===== src/rtl/nonce_sched_pkg.sv =====
// Shared types and constants for the nonce scheduler.
package nonce_sched_pkg;

  localparam int HDR_WORDS = 20;
  localparam int HDR_CNT_W = 5;

  typedef enum logic [2:0] {
    S_IDLE  = 3'd0,
    S_LOAD  = 3'd1,
    S_START = 3'd2,
    S_SEND  = 3'd3,
    S_RUN   = 3'd4,
    S_DRAIN = 3'd5
  } state_e;

endpackage


===== src/rtl/nonce_sched_hdr_buf.sv =====
// 20x32 block-header register file: one write port, one combinational read port.
module nonce_sched_hdr_buf
  import nonce_sched_pkg::*;
(
  input  logic                 clk,
  input  logic                 rst,
  input  logic                 clr_i,
  input  logic                 we_i,
  input  logic [HDR_CNT_W-1:0] wr_idx_i,
  input  logic [31:0]          wr_data_i,
  input  logic [HDR_CNT_W-1:0] rd_idx_i,
  output logic [31:0]          rd_data_o
);

  logic [31:0] mem_q [HDR_WORDS];

  // Clear on reset or job start, otherwise store one word per write strobe.
  always_ff @(posedge clk) begin
    if (rst || clr_i) begin
      for (int i = 0; i < HDR_WORDS; i++) mem_q[i] <= '0;
    end else if (we_i && (wr_idx_i < HDR_CNT_W'(HDR_WORDS))) begin
      mem_q[wr_idx_i] <= wr_data_i;
    end
  end

  assign rd_data_o = (rd_idx_i < HDR_CNT_W'(HDR_WORDS)) ? mem_q[rd_idx_i] : '0;

endmodule


===== src/rtl/nonce_sched.sv =====
// Job front-end: loads one header from the host FIFO, splits the nonce range
// across the cores, broadcasts the header and tracks completion or host stop.
//
// Handshakes: the header FIFO is first-word-fall-through; a word is consumed
// on every rising edge where hdr_fifo_re is high, and hdr_fifo_re is only
// raised while hdr_fifo_empty is low. Cores are written one word per cycle
// with core_hdr_we[k] qualifying core_hdr_word; there is no back-pressure.
module nonce_sched
  import nonce_sched_pkg::*;
#(
  parameter int NUM_CORES  = 4,
  parameter int LOG2_CORES = 2
) (
  input  logic                    clk,
  input  logic                    rst,
  input  logic                    host_start,
  input  logic                    host_stop,
  input  logic [31:0]             nonce_size_total,
  input  logic [31:0]             hdr_fifo_dout,
  input  logic                    hdr_fifo_empty,
  output logic                    hdr_fifo_re,
  output logic [NUM_CORES-1:0]    core_start,
  output logic                    core_stop,
  output logic [31:0]             core_hdr_word,
  output logic [NUM_CORES-1:0]    core_hdr_we,
  output logic [32*NUM_CORES-1:0] core_nonce_size,
  input  logic [NUM_CORES-1:0]    core_stop_ack,
  output logic                    busy,
  output logic                    done,
  output logic [31:0]             run_cycles
);

  localparam int CW = (LOG2_CORES > 0) ? LOG2_CORES : 1;
  localparam logic [HDR_CNT_W-1:0] LAST_WORD = HDR_CNT_W'(HDR_WORDS - 1);
  localparam logic [CW-1:0]        LAST_CORE = CW'(NUM_CORES - 1);

  state_e                 state_q;
  logic [HDR_CNT_W-1:0]   hdr_cnt_q;
  logic [CW-1:0]          core_idx_q;
  logic [HDR_CNT_W-1:0]   word_idx_q;
  logic [31:0]            total_q;
  logic                   stop_pend_q;
  logic [NUM_CORES-1:0]   seen_low_q;
  logic [NUM_CORES-1:0]   core_start_q;
  logic                   core_stop_q;
  logic [31:0]            core_hdr_word_q;
  logic [NUM_CORES-1:0]   core_hdr_we_q;
  logic [32*NUM_CORES-1:0] core_nonce_size_q;
  logic                   busy_q;
  logic                   done_q;
  logic [31:0]            run_cycles_q;

  logic                   accept;
  logic                   all_done;
  logic                   last_send;
  logic [CW-1:0]          nxt_core;
  logic [HDR_CNT_W-1:0]   nxt_word;
  logic [31:0]            rd_data;
  logic [31:0]            slice;
  logic [31:0]            rem;
  logic [31:0]            send_word;

  assign accept    = host_start && !host_stop && (&core_stop_ack);
  assign all_done  = (&seen_low_q) && (&core_stop_ack);
  assign last_send = (word_idx_q == LAST_WORD) && (core_idx_q == LAST_CORE);
  assign slice     = total_q >> LOG2_CORES;
  assign rem       = total_q & 32'(NUM_CORES - 1);

  // Pop only while loading and data is present.
  assign hdr_fifo_re = (state_q == S_LOAD) && !hdr_fifo_empty;

  // Index of the header word to present on the next cycle.
  always_comb begin
    nxt_core = core_idx_q;
    nxt_word = word_idx_q + HDR_CNT_W'(1);
    if (state_q == S_START) begin
      nxt_core = '0;
      nxt_word = '0;
    end else if (word_idx_q == LAST_WORD) begin
      nxt_core = core_idx_q + CW'(1);
      nxt_word = '0;
    end
  end

  // Word 0 carries each core's start nonce; the rest go out verbatim.
  assign send_word = rd_data + ((nxt_word == '0) ? (32'(nxt_core) * slice) : 32'd0);

  nonce_sched_hdr_buf u_hdr_buf (
    .clk       (clk),
    .rst       (rst),
    .clr_i     ((state_q == S_IDLE) && accept),
    .we_i      (hdr_fifo_re),
    .wr_idx_i  (hdr_cnt_q),
    .wr_data_i (hdr_fifo_dout),
    .rd_idx_i  (nxt_word),
    .rd_data_o (rd_data)
  );

  // Job sequencer with all outputs registered alongside the state.
  always_ff @(posedge clk) begin
    if (rst) begin
      state_q           <= S_IDLE;
      hdr_cnt_q         <= '0;
      core_idx_q        <= '0;
      word_idx_q        <= '0;
      total_q           <= '0;
      stop_pend_q       <= 1'b0;
      seen_low_q        <= '0;
      core_start_q      <= '0;
      core_stop_q       <= 1'b0;
      core_hdr_word_q   <= '0;
      core_hdr_we_q     <= '0;
      core_nonce_size_q <= '0;
      busy_q            <= 1'b0;
      done_q            <= 1'b0;
      run_cycles_q      <= '0;
    end else begin
      core_start_q  <= '0;
      core_hdr_we_q <= '0;
      done_q        <= 1'b0;
      if (state_q != S_IDLE) seen_low_q <= seen_low_q | ~core_stop_ack;
      case (state_q)
        S_IDLE: begin
          if (accept) begin
            total_q      <= nonce_size_total;
            run_cycles_q <= '0;
            hdr_cnt_q    <= '0;
            stop_pend_q  <= 1'b0;
            seen_low_q   <= '0;
            busy_q       <= 1'b1;
            state_q      <= S_LOAD;
          end
        end
        S_LOAD: begin
          if (host_stop) stop_pend_q <= 1'b1;
          if (!hdr_fifo_empty) begin
            hdr_cnt_q <= hdr_cnt_q + HDR_CNT_W'(1);
            if (hdr_cnt_q == LAST_WORD) begin
              core_start_q <= '1;
              for (int k = 0; k < NUM_CORES; k++) begin
                core_nonce_size_q[32*k +: 32] <= (k == NUM_CORES - 1) ? (slice + rem) : slice;
              end
              state_q <= S_START;
            end
          end
        end
        S_START: begin
          if (host_stop) stop_pend_q <= 1'b1;
          core_hdr_we_q   <= NUM_CORES'(1) << nxt_core;
          core_hdr_word_q <= send_word;
          core_idx_q      <= nxt_core;
          word_idx_q      <= nxt_word;
          state_q         <= S_SEND;
        end
        S_SEND: begin
          if (host_stop) stop_pend_q <= 1'b1;
          if (last_send) begin
            if (stop_pend_q || host_stop) begin
              core_stop_q <= 1'b1;
              state_q     <= S_DRAIN;
            end else begin
              state_q <= S_RUN;
            end
          end else begin
            core_hdr_we_q   <= NUM_CORES'(1) << nxt_core;
            core_hdr_word_q <= send_word;
            core_idx_q      <= nxt_core;
            word_idx_q      <= nxt_word;
          end
        end
        S_RUN: begin
          if (run_cycles_q != '1) run_cycles_q <= run_cycles_q + 32'd1;
          if (all_done) begin
            done_q  <= 1'b1;
            busy_q  <= 1'b0;
            state_q <= S_IDLE;
          end else if (host_stop) begin
            core_stop_q <= 1'b1;
            state_q     <= S_DRAIN;
          end
        end
        S_DRAIN: begin
          if (run_cycles_q != '1) run_cycles_q <= run_cycles_q + 32'd1;
          if (all_done) begin
            core_stop_q <= 1'b0;
            done_q      <= 1'b1;
            busy_q      <= 1'b0;
            state_q     <= S_IDLE;
          end
        end
        default: state_q <= S_IDLE;
      endcase
    end
  end

  assign core_start      = core_start_q;
  assign core_stop       = core_stop_q;
  assign core_hdr_word   = core_hdr_word_q;
  assign core_hdr_we     = core_hdr_we_q;
  assign core_nonce_size = core_nonce_size_q;
  assign busy            = busy_q;
  assign done            = done_q;
  assign run_cycles      = run_cycles_q;

endmodule


===== config.mk =====
export PLATFORM = sky130hd
export DESIGN_NAME = nonce_sched
export DESIGN_NICKNAME = d
export VERILOG_FILES = /design/src/rtl/nonce_sched_pkg.sv /design/src/rtl/nonce_sched_hdr_buf.sv /design/src/rtl/nonce_sched.sv
export SDC_FILE = /design/constraint.sdc
export NUM_CORES = 2
export LEC_CHECK = 0
export BUFFER_PORTS_ARGS = -buffer_cell sky130_fd_sc_hd__buf_4
export CAP_MARGIN = 30
export CORE_AREA = 2 2 290 292
export DETAILED_ROUTE_END_ITERATION = 6
export DIE_AREA = 0 0 292 294
export GPL_ROUTABILITY_DRIVEN = 0
export PLACE_DENSITY = 0.78
export SKIP_CTS_REPAIR_TIMING = 1
export SLEW_MARGIN = 20
export SYNTH_ARGS = -nofsm -noshare
export SYNTH_HDL_FRONTEND = slang
export SYNTH_SLANG_ARGS = --single-unit

===== constraint.sdc =====
create_clock -name clk -period 6.81 [get_ports clk]
set_clock_uncertainty 0.2 [all_clocks]
set_input_delay 2.043 -clock clk [delete_from_list [all_inputs] [get_ports clk]]
set_output_delay 2.043 -clock clk [all_outputs]
set_load 0.05 [all_outputs]

==> impl_results.md <==
* Final setup viols at 0
* Num Clock Sinks at 825
* Core ar. at 0.0829 sq mm
* Vias/cell at a little over 6
* DP Wirelength at between 70 and 80 mm
* Post-Layout Cell Count at 5201
* I/O Buffers at 269
* Post-synth EDFFs at 640
* Flop and latch count out of synthesis at between 800 and 900
* Routed WL at about 120 mm
* Cell taking the most area after synthesis: edfxtp_1
* Clock slew at reported path FFs at 0.07 ns
* CP Max Fanout at 91
* Layout cells sized above 1 at 14.4%
* Proportion of power drawn by the clock network at a little over two fifths
* Pins Over Slew Limit at 0
* Initial antenna violation count at 1
* Placed Area at 0.0439 sq mm
* Total CTS buffers at 86
* Minimum clock period at 6.38 ns
* Number of global-route vias before repair at 30074
* Die X-Extent at 292 microns
* Final Hold Fails at 0
* Max cap viols at 0
* Nets@finish at 4196
* Final core utilization at between 50% and 60%
* HP Start: core_hdr_word[9]
* Setup CP Type: register to register
* Net switching power at between 0.002 and 0.0025 W
* Root buf cell: clkbuf_16
* Status: finished clean
* DP Cell Count at a little over 5000
* Largest net degree at the start of global routing at 92
* Logic gate share of total power at under 10%
* Reg2reg path depth at 22
* Commonest cells after routing, fill and taps aside: 640 x edfxtp_1, 566 x nand2_1, 543 x and2_1
* Die Area at approximately 0.086 sq mm
* Worst slew pin tran at a little over 1 ns
* Area growth from synthesis to layout at 13.8%
* Tot GR Track Use at 27.1%
* Final antenna-violating net count at 0
* Drc violations at 0
* I/O pin total at 277
* Most common cell after layout, fill and taps aside: edfxtp_1
* Final period util at 93.6%
* GR Overflow Total at 0
* Critical path endpoint category: register
* Synth warn at 0
* Hold Crit Class: register to register
* Switch share at between 20% and 30%
* Worst reg2reg endpoint: core_hdr_word[30]
* Number of distinct library cells after synthesis at 71
* Cell Area, Synth at around 0.041 sq mm
* Row count at 106
* Cell Pwr Density at 232 mW/mm^2
* H-Tree Depth at 3
* Reg power frac at 51.7%
* Syn Area/Cell at slightly above 10 sq um
* WP data arrival at 6.76 ns
* Die Ht at 294 microns
* CP Cell Sequence: nor3b_2 > nor2_1 > buf_4 > nand2_4 > buf_12 > nand2_1 > and3_1 > a311oi_1 > a21oi_1 > o22a_1 > o21ai_0 > ha_1 > a2111oi_0 > o21ai_0 > a32oi_1 > o21ai_1 > nor2_1 > o211ai_1 > a311oi_1 > xnor2_1 > nand2_1 > a21oi_1
* Critical path startpoint category: register
* Hold Crit Depth at 2
* Sequential cell area fraction in the yosys report at between 50 and 60%
* Slew HR at between 30% and 40%
* Worst VDD drop at 0.000171 V
* Pleak at 18.1 nW
* CP max stage delay at 0.70 ns
* DR vias at 31393
* R2r setup slk at 0.43 ns
* Avg WL per Cell at 22.9 microns
* Ys async rst share at 0%
* First-pass GRT wire length at approximately 180 mm
* Worst r2r src: state_q[1]
* Share of the synthesized area in the top cell type at 46.7%
* Initial DRC Count at between 3000 and 4000
* Pre-antenna DRT Iters at 6
* Synth Instances at 3995
* Most common flop cell mapped by yosys: edfxtp_1
* CP max-delay cell: nor3b_2
* Setup tns final at 0 ns
* Hold endpoint: core_hdr_word[9]
* Clk_lat worst skew at around 0.65 ns
* FMAX at around 160 MHz
* Cell Int Power at 0.00846 W
* Initial Utilization at between 40% and 50%
* Area contributors post-synth: edfxtp_1 47%, dfxtp_1 9.0%, and2_1 8.3%
* Clock Path Buffers at 3
* CTS tree: done
* Required time worst endpoint at 7.19 ns
* Fin area at 0.0468 sq mm
[state kept, by name, indices dropped and copies added (netlist names)]
name             count
busy                 1
core_hdr_we          4
core_hdr_word       32
core_idx_q           2
core_nonce_size     61
core_start           1
core_stop            1
done                 1
hdr_cnt_q            5
run_cycles          32
seen_low_q           4
state_q              3
stop_pend_q          1
total_q             32
u_hdr_buf.mem_q    640
word_idx_q           5
[worst max path at each step]
| stage | start | end | slack (ns) | cells after the start |
|---|---|---|---|---|
| 4_1_cts | word_idx_q[1] | core_hdr_word[29] | 0.15 | 26 |
| 3_5_place_dp | word_idx_q[1] | core_hdr_word[29] | 0.18 | 26 |
| 2_1_floorplan | core_stop_ack[3] | u_hdr_buf.mem_q[7][0] | 0.79 | 7 |
| 5_1_grt | word_idx_q[1] | core_hdr_word[29] | -0.02 | 26 |
| 3_3_place_gp | word_idx_q[1] | core_hdr_word[29] | 0.31 | 26 |
| 6_report | state_q[1] | core_hdr_word[30] | 0.43 | 22 |
[metal layers]
metal | wire length (microns) | GRT usage [%]
met1 | 44400 | 34.2
met4 | 5220 | 12.5
met5 | 13 | 0
met2 | 56600 | 44.8
met3 | 12800 | 5.68
[synth_stat cells (all sizes together) (29+ instances only)]
library cell and n:
a311oi 39, inv 36, dfxtp 185, nand2 569, and3 215, nor3 56
o22a 29, and2 544, a31oi 36, a21oi 246, edfxtp 640, clkbuf 295
buf 118, a211oi 41, o21ai 122, mux2i 40, a32oi 31, nor2 189
nand3 105, a221oi 62, ha 69, xnor2 49, xor2 64, mux2 31
[final cells by class]
class,instances,area (sq um)
flip-flops and latches,825,22900
repair buffers,375,3000
clock inverters,52,549
inverters,36,135
well taps,1080,1350
diodes,3,7.51
multi-input cells,2727,16500
fillers,6744,36100
clock buffers,103,2310
[critical path, delay by kind of cell (launching register included)]
| family | cells | cell delay [ns] |
|---|---|---|
| adders and majority gates | 1 | 0.43 |
| DFF | 1 | 0.34 |
| AOI/OAI and AO/OA | 11 | 2.71 |
| xor gates and xnor gates | 1 | 0.16 |
| and+or+nand+nor | 7 | 1.70 |
| buffers and inverters | 2 | 0.65 |
[through the flow]
| step | hold WS, ns | setup slack, ns | total power [W] |
|---|---|---|---|
| 2_1_floorplan | 0.240 | 0.790 | 0.00596 |
| 3_3_place_gp | 0.239 | 0.313 | 0.00615 |
| 3_5_place_dp | 0.247 | 0.185 | 0.00618 |
| 4_1_cts | 0.255 | 0.154 | 0.0109 |
| 5_1_grt | 0.269 | -0.0230 | 0.0111 |
| 6_report | 0.251 | 0.433 | 0.0109 |
[cells by family (layout without fill, tap and decap cells)]
kind of cell | Yosys count | in the layout | synth area share, %
and+or+nand+nor | 1773 | 1773 | 22.0
DFF | 825 | 825 | 55.8
AOI/OAI and AO/OA | 690 | 690 | 10.9
buffers and inverters | 449 | 566 | 4.83
xor gates and xnor gates | 113 | 113 | 2.41
adders and majority gates | 72 | 72 | 2.25
muxes | 72 | 72 | 1.88
other | 1 | 10 | 0.00912
[power by group through the flow]
stage | registers [W] | clock network, W | logic, W
4_1_cts | 0.00561 | 0.00480 | 0.000465
6_report | 0.00561 | 0.00477 | 0.000476
3_3_place_gp | 0.00571 | 0 | 0.000448
2_1_floorplan | 0.00571 | 0 | 0.000251
5_1_grt | 0.00562 | 0.00500 | 0.000504
3_5_place_dp | 0.00571 | 0 | 0.000462
(Power assumes the default switching activity.)
